===== src/rtl/dummy_bit_scanner.sv =====
// dummy_bit_scanner: accepts a request bit vector and emits the positions of
// its set bits one per cycle, lowest position first, over a valid/ready port.
// A word with no bits set is retired immediately with a done pulse.
// Optional build macro DUMMY_SCAN_STATS_EN adds a saturating 16-bit counter
// of emitted indices on port stat_cnt_o.

package cf_math_pkg;

    // Number of bits needed to address num_idx items (at least one bit).
    function automatic int unsigned idx_width(input int unsigned num_idx);
        if (num_idx > 32'd1) begin
            return unsigned'($clog2(num_idx));
        end else begin
            return 32'd1;
        end
    endfunction

endpackage

module dummy_bit_scanner #(
    parameter int unsigned WIDTH = 32'd16
) (
    input  logic                  clk_i,
    input  logic                  rst_ni,
    input  logic                  req_valid_i,
    output logic                  req_ready_o,
    input  logic [WIDTH-1:0]      req_data_i,
    output logic                  idx_valid_o,
    input  logic                  idx_ready_i,
    output logic [cf_math_pkg::idx_width(WIDTH)-1:0] idx_o,
    output logic                  idx_last_o,
    output logic                  done_o
`ifdef DUMMY_SCAN_STATS_EN
    ,
    output logic [15:0]           stat_cnt_o
`endif
);

    localparam int unsigned IDX_W = cf_math_pkg::idx_width(WIDTH);

    typedef enum logic [0:0] {
        IDLE = 1'b0,
        SCAN = 1'b1
    } state_e;

    // Trailing-zero count (bit 0 first); an empty vector reports position 0
    // so the index output reads zero while nothing is pending.
    function automatic logic [IDX_W-1:0] tz_count(input logic [WIDTH-1:0] vec);
        logic [IDX_W-1:0] cnt;
        cnt = {IDX_W{1'b0}};
        for (int i = int'(WIDTH) - 1; i >= 0; i--) begin
            if (vec[i]) begin
                cnt = IDX_W'(i);
            end else begin
                cnt = cnt;
            end
        end
        return cnt;
    endfunction

    // True when exactly one bit of the vector is set.
    function automatic logic is_onehot(input logic [WIDTH-1:0] vec);
        logic [WIDTH-1:0] below;
        below = vec - {{(WIDTH-1){1'b0}}, 1'b1};
        return (vec != {WIDTH{1'b0}}) && ((vec & below) == {WIDTH{1'b0}});
    endfunction

    state_e           state_r;
    logic [WIDTH-1:0] pending_r;
    logic             req_ready_r;
    logic             idx_valid_r;
    logic             done_r;

    logic [IDX_W-1:0] tz_s;
    logic             last_s;
    logic [WIDTH-1:0] clear_mask_s;
    logic             idx_hs_s;

    // Index decode straight from the pending register, so it holds under backpressure.
    always_comb begin
        tz_s         = tz_count(pending_r);
        clear_mask_s = {{(WIDTH-1){1'b0}}, 1'b1} << tz_s;
        idx_hs_s     = idx_valid_r & idx_ready_i;
        if (state_r == SCAN) begin
            last_s = is_onehot(pending_r);
        end else begin
            last_s = 1'b0;
        end
    end

    // Main FSM: load words in IDLE, retire one bit per accepted index in SCAN.
    always_ff @(posedge clk_i) begin
        if (!rst_ni) begin
            state_r     <= IDLE;
            pending_r   <= {WIDTH{1'b0}};
            req_ready_r <= 1'b1;
            idx_valid_r <= 1'b0;
            done_r      <= 1'b0;
        end else begin
            done_r <= 1'b0;
            case (state_r)
                IDLE: begin
                    if (req_valid_i && req_ready_r) begin
                        if (req_data_i != {WIDTH{1'b0}}) begin
                            pending_r   <= req_data_i;
                            state_r     <= SCAN;
                            req_ready_r <= 1'b0;
                            idx_valid_r <= 1'b1;
                        end else begin
                            done_r <= 1'b1;
                        end
                    end
                end
                SCAN: begin
                    if (idx_hs_s) begin
                        pending_r <= pending_r & ~clear_mask_s;
                        if (last_s) begin
                            state_r     <= IDLE;
                            req_ready_r <= 1'b1;
                            idx_valid_r <= 1'b0;
                            done_r      <= 1'b1;
                        end
                    end
                end
                default: begin
                    state_r     <= IDLE;
                    pending_r   <= {WIDTH{1'b0}};
                    req_ready_r <= 1'b1;
                    idx_valid_r <= 1'b0;
                end
            endcase
        end
    end

`ifdef DUMMY_SCAN_STATS_EN
    logic [15:0] stat_cnt_r;

    // Saturating count of index handshakes.
    always_ff @(posedge clk_i) begin
        if (!rst_ni) begin
            stat_cnt_r <= 16'd0;
        end else if (idx_hs_s && (stat_cnt_r != 16'hFFFF)) begin
            stat_cnt_r <= stat_cnt_r + 16'd1;
        end else begin
            stat_cnt_r <= stat_cnt_r;
        end
    end

    assign stat_cnt_o = stat_cnt_r;
`endif

    assign req_ready_o = req_ready_r;
    assign idx_valid_o = idx_valid_r;
    assign idx_o       = tz_s;
    assign idx_last_o  = last_s;
    assign done_o      = done_r;

endmodule

===== config.mk =====
export PLATFORM = sky130hd
export DESIGN_NAME = dummy_bit_scanner
export DESIGN_NICKNAME = d
export VERILOG_FILES = /design/src/rtl/dummy_bit_scanner.sv
export SDC_FILE = /design/constraint.sdc
export NUM_CORES = 1
export LEC_CHECK = 0
export ABC_CLOCK_PERIOD_IN_PS = 3350
export CAP_MARGIN = 20
export CORE_MARGIN = 5
export CORE_UTILIZATION = 55
export CTS_BUF_LIST = sky130_fd_sc_hd__clkbuf_8
export CTS_CLUSTER_DIAMETER = 150
export DETAILED_ROUTE_END_ITERATION = 8
export PLACE_DENSITY = 0.85
export SYNTH_ARGS = -nofsm -noshare
export SYNTH_HDL_FRONTEND = slang
export SYNTH_SLANG_ARGS = --single-unit

===== constraint.sdc =====
create_clock -name clk_i -period 3.35 [get_ports clk_i]
set_input_delay 0.5025 -clock clk_i [delete_from_list [all_inputs] [get_ports clk_i]]
set_output_delay 0.5025 -clock clk_i [all_outputs]
set_load 0.02 [all_outputs]

==> metrics, run 1 <==
Final Skew=0.000500 ns; CORE AREA=2500 um2; Synth area leader=dfxtp_1; Die W=61.2 um; total power=0.000843 W; CP peak stage delay=0.59 ns; Post-Place Cells=233; CP max stage cell=clkdlybuf4s50_1; Mean Syn Cell Area=7.63 um2; via count=1609; Post-Syn Instances=189; f_max=0.328 GHz; FF-to-FF Start=pending_r[0]$_SDFFE_PN0P_; first-pass GRT wire length=7140 um; port bufs=27; Worst-Skew Late Latency=0.26 ns; Crit. Startpoint=pending_r[0]$_SDFFE_PN0P_; Post-DRT Antenna Nets=0; PostCTS Resize Cnt=0; Slew Viols, Final=0; std cell rows=18; crit path time final=3.05 ns; final cycle utilization of the critical path=0.910; Async S/R FF share, synth=0; critical path peak fanout=10; Pre-Repair DR Iteration Count=5; ranking of synthesized cells by area=dfxtp_1 28%, a21oi_1 10%, a22oi_1 3.6%; HP Start=idx_valid_o$_SDFFE_PN0P_; Max Root-Sink Buffers=2; Reg2Reg Depth=6; vias in the first global route=1532; final setup fails=0; initial antenna violation count=0; GP Congestion=0.951; count leader, synth=a21oi_1; Critical Path Source Type=flop; Largest delay share family, worst path=simple AND/OR/NAND/NOR gates; Layout Cells excl Fill=237; hold bufs inserted after CTS=0; final hold violation count=0; Leak=0.615 nW; layout cell share with drive strength beyond 1=0.0966; top cells by count, synth=29 x a21oi_1, 20 x dfxtp_1, 11 x nand2_1; crit path cell chain=nor4_4 > nand2_1 > o31ai_1 > and4_1 > clkdlybuf4s50_1; Antenna Cells=0; Cell Area, Synth=1440 um2; die area=3750 um2; DR WL/cell=18.2 um; Final #Nets=228; share of the synthesized area in the top cell type=0.278; crit path capture=idx_last_o; Die H=61.2 um; class of the worst hold path=flop to flop; max_cap viols=0; Num CTS Buffers=3; final wirelength=4300 um; CTS root buf=clkbuf_8; Buf+Inv Stages, Crit Path=1; reg2reg end=state_r$_SDFF_PN0_; Clock Sinks=20; Top FF cell, synth=dfxtp_1; peak supply drop=0.364 mV; Tot GR Track Use=0.252; Worst-path clk slew=0.07 ns; DRC violations left=0; Critical Path End Type=output port; via/cell ratio=6.79; H-tree Lvls=1; # IOs=28; CP Class=flop to output port; outcome=finished clean; R2R setup slack=1.19 ns; area delta synth->final=20.3%; relative slew slack=0.587; largest net degree at the start of global routing=19; syn nets=209; RSZ-0062 raised after global routing=no; Worst-Margin Slew=0.616 ns; Synth cell types=51; Initial Utilization=0.577; Synth Register Bits=20; Worst Path Arrival=2.55 ns; CTS tree=done; dpl hpwl=3180 um; post-layout util=0.694; Ys Warns=0; Seq/Total Area, Yosys=0.278; Fillers=204; postcts setup bufs=0; Final TNS setup=0 ns; total grt overflow=0; number of synthesized flops with an enable pin=0; CP required=2.85 ns; CP Depth=5; 1st-iter DRT viols=138; pwr dens=486 nW/um2
-- cell type report --
type | instances | area, um2 | area share
multi-input combinational | 142 | 912 | 0.526
sequential | 20 | 400 | 0.231
timing repair buffer | 29 | 285 | 0.164
clock buffer | 4 | 55.1 | 0.0317
inverter | 12 | 45.0 | 0.0260
tap | 30 | 37.5 | 0.0216
-- worst min-delay path by stage --
| stage | end | slack [ns] | depth (start not counted) |
|---|---|---|---|
| 3_5_place_dp | idx_valid_o$_SDFFE_PN0P_ | 0.49 | 1 |
| 6_report | idx_valid_o$_SDFFE_PN0P_ | 0.51 | 1 |
| 4_1_cts | req_ready_o$_SDFFE_PN1P_ | 0.51 | 2 |
| 3_3_place_gp | req_ready_o$_SDFFE_PN1P_ | 0.48 | 2 |
| 5_1_grt | idx_valid_o$_SDFFE_PN0P_ | 0.54 | 1 |
| 2_1_floorplan | pending_r[12]$_SDFFE_PN0P_ | 0.52 | 2 |
-- layout by cell type, fill, tap and decap left out, types with 2 or more instances in the layout --
master	count
or2_2	3
and3_1	4
buf_4	2
o31ai_2	2
nor2_1	9
a22oi_1	7
nor3_1	5
nor3b_1	2
o311ai_0	3
a31oi_1	3
nor4_1	8
nand2b_1	5
o41ai_1	2
a2bb2oi_1	2
o21a_1	2
nand2_1	11
clkbuf_8	4
and2_1	2
a21oi_1	29
nand4_1	3
o22ai_1	2
nand3_1	6
clkdlybuf4s50_1	27
dfxtp_1	20
inv_1	10
o21ai_0	9
o211ai_1	2
-- cells by family after synthesis --
| logic type | Yosys count | synth area share |
|---|---|---|
| buf+inv | 27 | 0.0902 |
| compound gates | 76 | 0.361 |
| mux | 1 | 0.00694 |
| flops | 20 | 0.278 |
| simple gates | 65 | 0.265 |
-- report_power, final --
part | total [W] | leakage, nW | switching (W) | internal [W]
logic | 0.000355 | 0.422 | 0.000197 | 0.000158
registers | 0.000301 | 0.164 | 0.0000437 | 0.000258
clock network | 0.000187 | 0.0288 | 0.0000820 | 0.000105
total | 0.000843 | 0.615 | 0.000323 | 0.000521
-- flip-flops by register name, indices dropped and copies added, names as in the netlist --
register / cells
done_o: 1
pending_r: 16
req_ready_o: 1
idx_valid_o: 1
state_r: 1
-- stage by stage --
step / hold slack, ns / worst slack [ns] / area (um2)
after floorplan: 0.523 / 1.34 / 1440
after global placement: 0.482 / 0.622 / 1680
after detailed placement: 0.493 / 0.641 / 1680
after CTS: 0.512 / 0.341 / 1740
after global routing: 0.544 / 0.200 / 1740
final: 0.508 / 0.302 / 1740
-- routing by layer --
metal / GRT usage / wire, um / up-vias
li1: - / - / 759
met1: 0.344 / 1780 / 745
met2: 0.406 / 2040 / 91
met3: 0.0335 / 366 / 14
met4: 0.0929 / 111 / 0
met5: 0 / 0 / -
No activity file was read; power rests on OpenSTA's default activity.
==> run 2, diff against run 1 <==
--- a/config.mk
+++ b/config.mk
@@ -7,10 +7,10 @@
 export LEC_CHECK = 0
 export ABC_CLOCK_PERIOD_IN_PS = 3350
 export CAP_MARGIN = 20
-export CORE_MARGIN = 5
 export CORE_UTILIZATION = 55
 export CTS_BUF_LIST = sky130_fd_sc_hd__clkbuf_8
 export CTS_CLUSTER_DIAMETER = 150
+export CTS_CLUSTER_SIZE = 24
 export DETAILED_ROUTE_END_ITERATION = 8
 export PLACE_DENSITY = 0.85
 export SYNTH_ARGS = -nofsm -noshare
==> run 2 against run 1 <==
Effect of this change:
- utilization grew 0.93 points
- sequential share of layout area shrank 0.099 points
- final area grew 0.43%
- sequential power is essentially flat
- worst setup slack gained 0.040 ns
- register-to-register slack gained 0.04 ns
- cell count grew 0.42%
- critical path type unchanged
==> metrics, run 2 (synthesis gave the netlist of run 1 again) <==
layout cell share with drive strength beyond 1=0.101 (+0.00434); Reg with most FFs=pending_r; Final TNS setup=0 ns (unchanged); max_cap viols=0 (unchanged); DR WL/cell=19.1 um (+5.2%); Antenna Cells=0 (unchanged); relative slew slack=0.575 (-0.0120); most frequent cells in the layout=29 x a21oi_1, 27 x clkdlybuf4s50_1, 20 x dfxtp_1, 11 x nand2_1, 10 x inv_1; postcts setup bufs=0 (unchanged); Leak=0.619 nW (+0.76%); GP Congestion=0.960 (+0.89%); Die H=53.2 um (-13%); PostCTS Resize Cnt=0 (unchanged); port bufs=27 (unchanged); Max Root-Sink Buffers=2 (unchanged); DRC violations left=0 (unchanged); pwr dens=491 nW/um2 (+1.0%); H-tree Lvls=1 (unchanged); Slew Viols, Final=0 (unchanged); die area=2830 um2 (-24%); CP peak stage delay=0.59 ns (about the same); total grt overflow=0 (unchanged); Clock Sinks=20 (unchanged); Critical Path End Type=output port; placed inst area=1690 um2 (+0.45%); Num CTS Buffers=3 (unchanged); dpl hpwl=3180 um (about the same); Initial Utilization=0.582 (+0.00525); Layout Cells excl Fill=238 (+0.42%); final setup fails=0 (unchanged); critical path peak fanout=10 (unchanged); Die W=53.2 um (-13%); Final Skew=0.00138 ns (+0.000879 ns); 1st-iter DRT viols=129 (-6.5%); Final Cell Area=1740 um2 (+0.43%); class of the worst hold path=flop to flop; CP max stage cell=clkdlybuf4s50_1; RSZ-0062 raised after global routing=no; Critical Path Source Type=flop; f_max=0.332 GHz (+1.3%); Worst Path Arrival=2.51 ns (-0.04 ns); Fillers=199 (-2.5%); Post-DRT Antenna Nets=0 (unchanged); CP required=2.85 ns (about the same); CP Class=flop to output port; via/cell ratio=7.08 (+4.3%); final cycle utilization of the critical path=0.898 (-0.0120); final hold violation count=0 (unchanged); Worst-path clk slew=0.07 ns (about the same); Worst-Skew Late Latency=0.26 ns (about the same); Pre-Repair DR Iteration Count=5 (unchanged); # IOs=28 (unchanged); CORE AREA=2480 um2 (-0.90%); first-pass GRT wire length=7250 um (+1.5%); CTS root buf=clkbuf_8; peak supply drop=0.400 mV (+10%); CTS tree=done; Worst-Margin Slew=0.638 ns (+0.0217 ns); most common cell after layout, fill and taps aside=a21oi_1; via count=1685 (+4.7%); area delta synth->final=20.8%; crit path cell chain=nor4_4 > nand2_1 > o31ai_1 > and4_1 > clkdlybuf4s50_1; max FFs per register=16 (unchanged); crit path time final=3.01 ns (-0.0403 ns); std cell rows=18 (unchanged); R2R setup slack=1.23 ns (+0.04 ns); total power=0.000855 W (+1.4%); Post-Place Cells=234 (+0.43%); final wirelength=4540 um (+5.6%); outcome=finished clean; largest net degree at the start of global routing=19 (unchanged); initial antenna violation count=0 (unchanged); vias in the first global route=1501 (-2.0%); hold bufs inserted after CTS=0 (unchanged); Final #Nets=229 (+0.44%); Tot GR Track Use=0.355 (+0.102)
run 2: cell types whose count changed in the layout (fill, tap and decap cells not counted), sizes merged:
cell	delta
buf	+1
run 2: worst paths after layout:
path,from,to,depth (start not counted)
worst max-delay path,pending_r[0]$_SDFFE_PN0P_,idx_last_o,5
worst min-delay path,req_ready_o$_SDFFE_PN1P_,req_ready_o$_SDFFE_PN1P_,2
worst max register to register,pending_r[0]$_SDFFE_PN0P_,state_r$_SDFF_PN0_,6
worst min register to register,req_ready_o$_SDFFE_PN1P_,req_ready_o$_SDFFE_PN1P_,2
run 2: cell type report:
type                            instances  area, um2  area share
Tap cell                               30       37.5      0.0215
Multi-Input combinational cell        142        912       0.523
Timing Repair Buffer                   30        293       0.168
Clock buffer                            4       55.1      0.0316
Inverter                               12       45.0      0.0258
Sequential cell                        20        400       0.230
run 2: metrics by stage:
stage           util  hold WS (ns)  setup WS [ns]
2_1_floorplan      -         0.523           1.34
6_report       0.704         0.516          0.342
3_3_place_gp   0.681         0.478          0.624
3_5_place_dp   0.681         0.493          0.639
5_1_grt        0.704         0.546          0.193
4_1_cts        0.704         0.516          0.352
run 2: power breakdown:
part | internal, W | switching (W)
Combinational | 0.000163 | 0.000207
Clock | 0.000105 | 0.0000779
Sequential | 0.000258 | 0.0000449
run 2: worst max-delay path: cells and delay by family (launching register included):
kind	cells	cell delay, ns
AND/OR/NAND/NOR	3	0.88
flip-flops	1	0.45
AO/OA/AOI/OAI	1	0.33
buffers and inverters	1	0.59
run 2: routing by layer:
layer	vias to the layer above	GRT usage	routed length (um)	part of all wire
met2	130	0.571	2090	0.46
met3	32	0.0489	498	0.11
met1	767	0.456	1750	0.38
met5	-	0	0	0
li1	756	-	-	-
met4	0	0.175	209	0.046
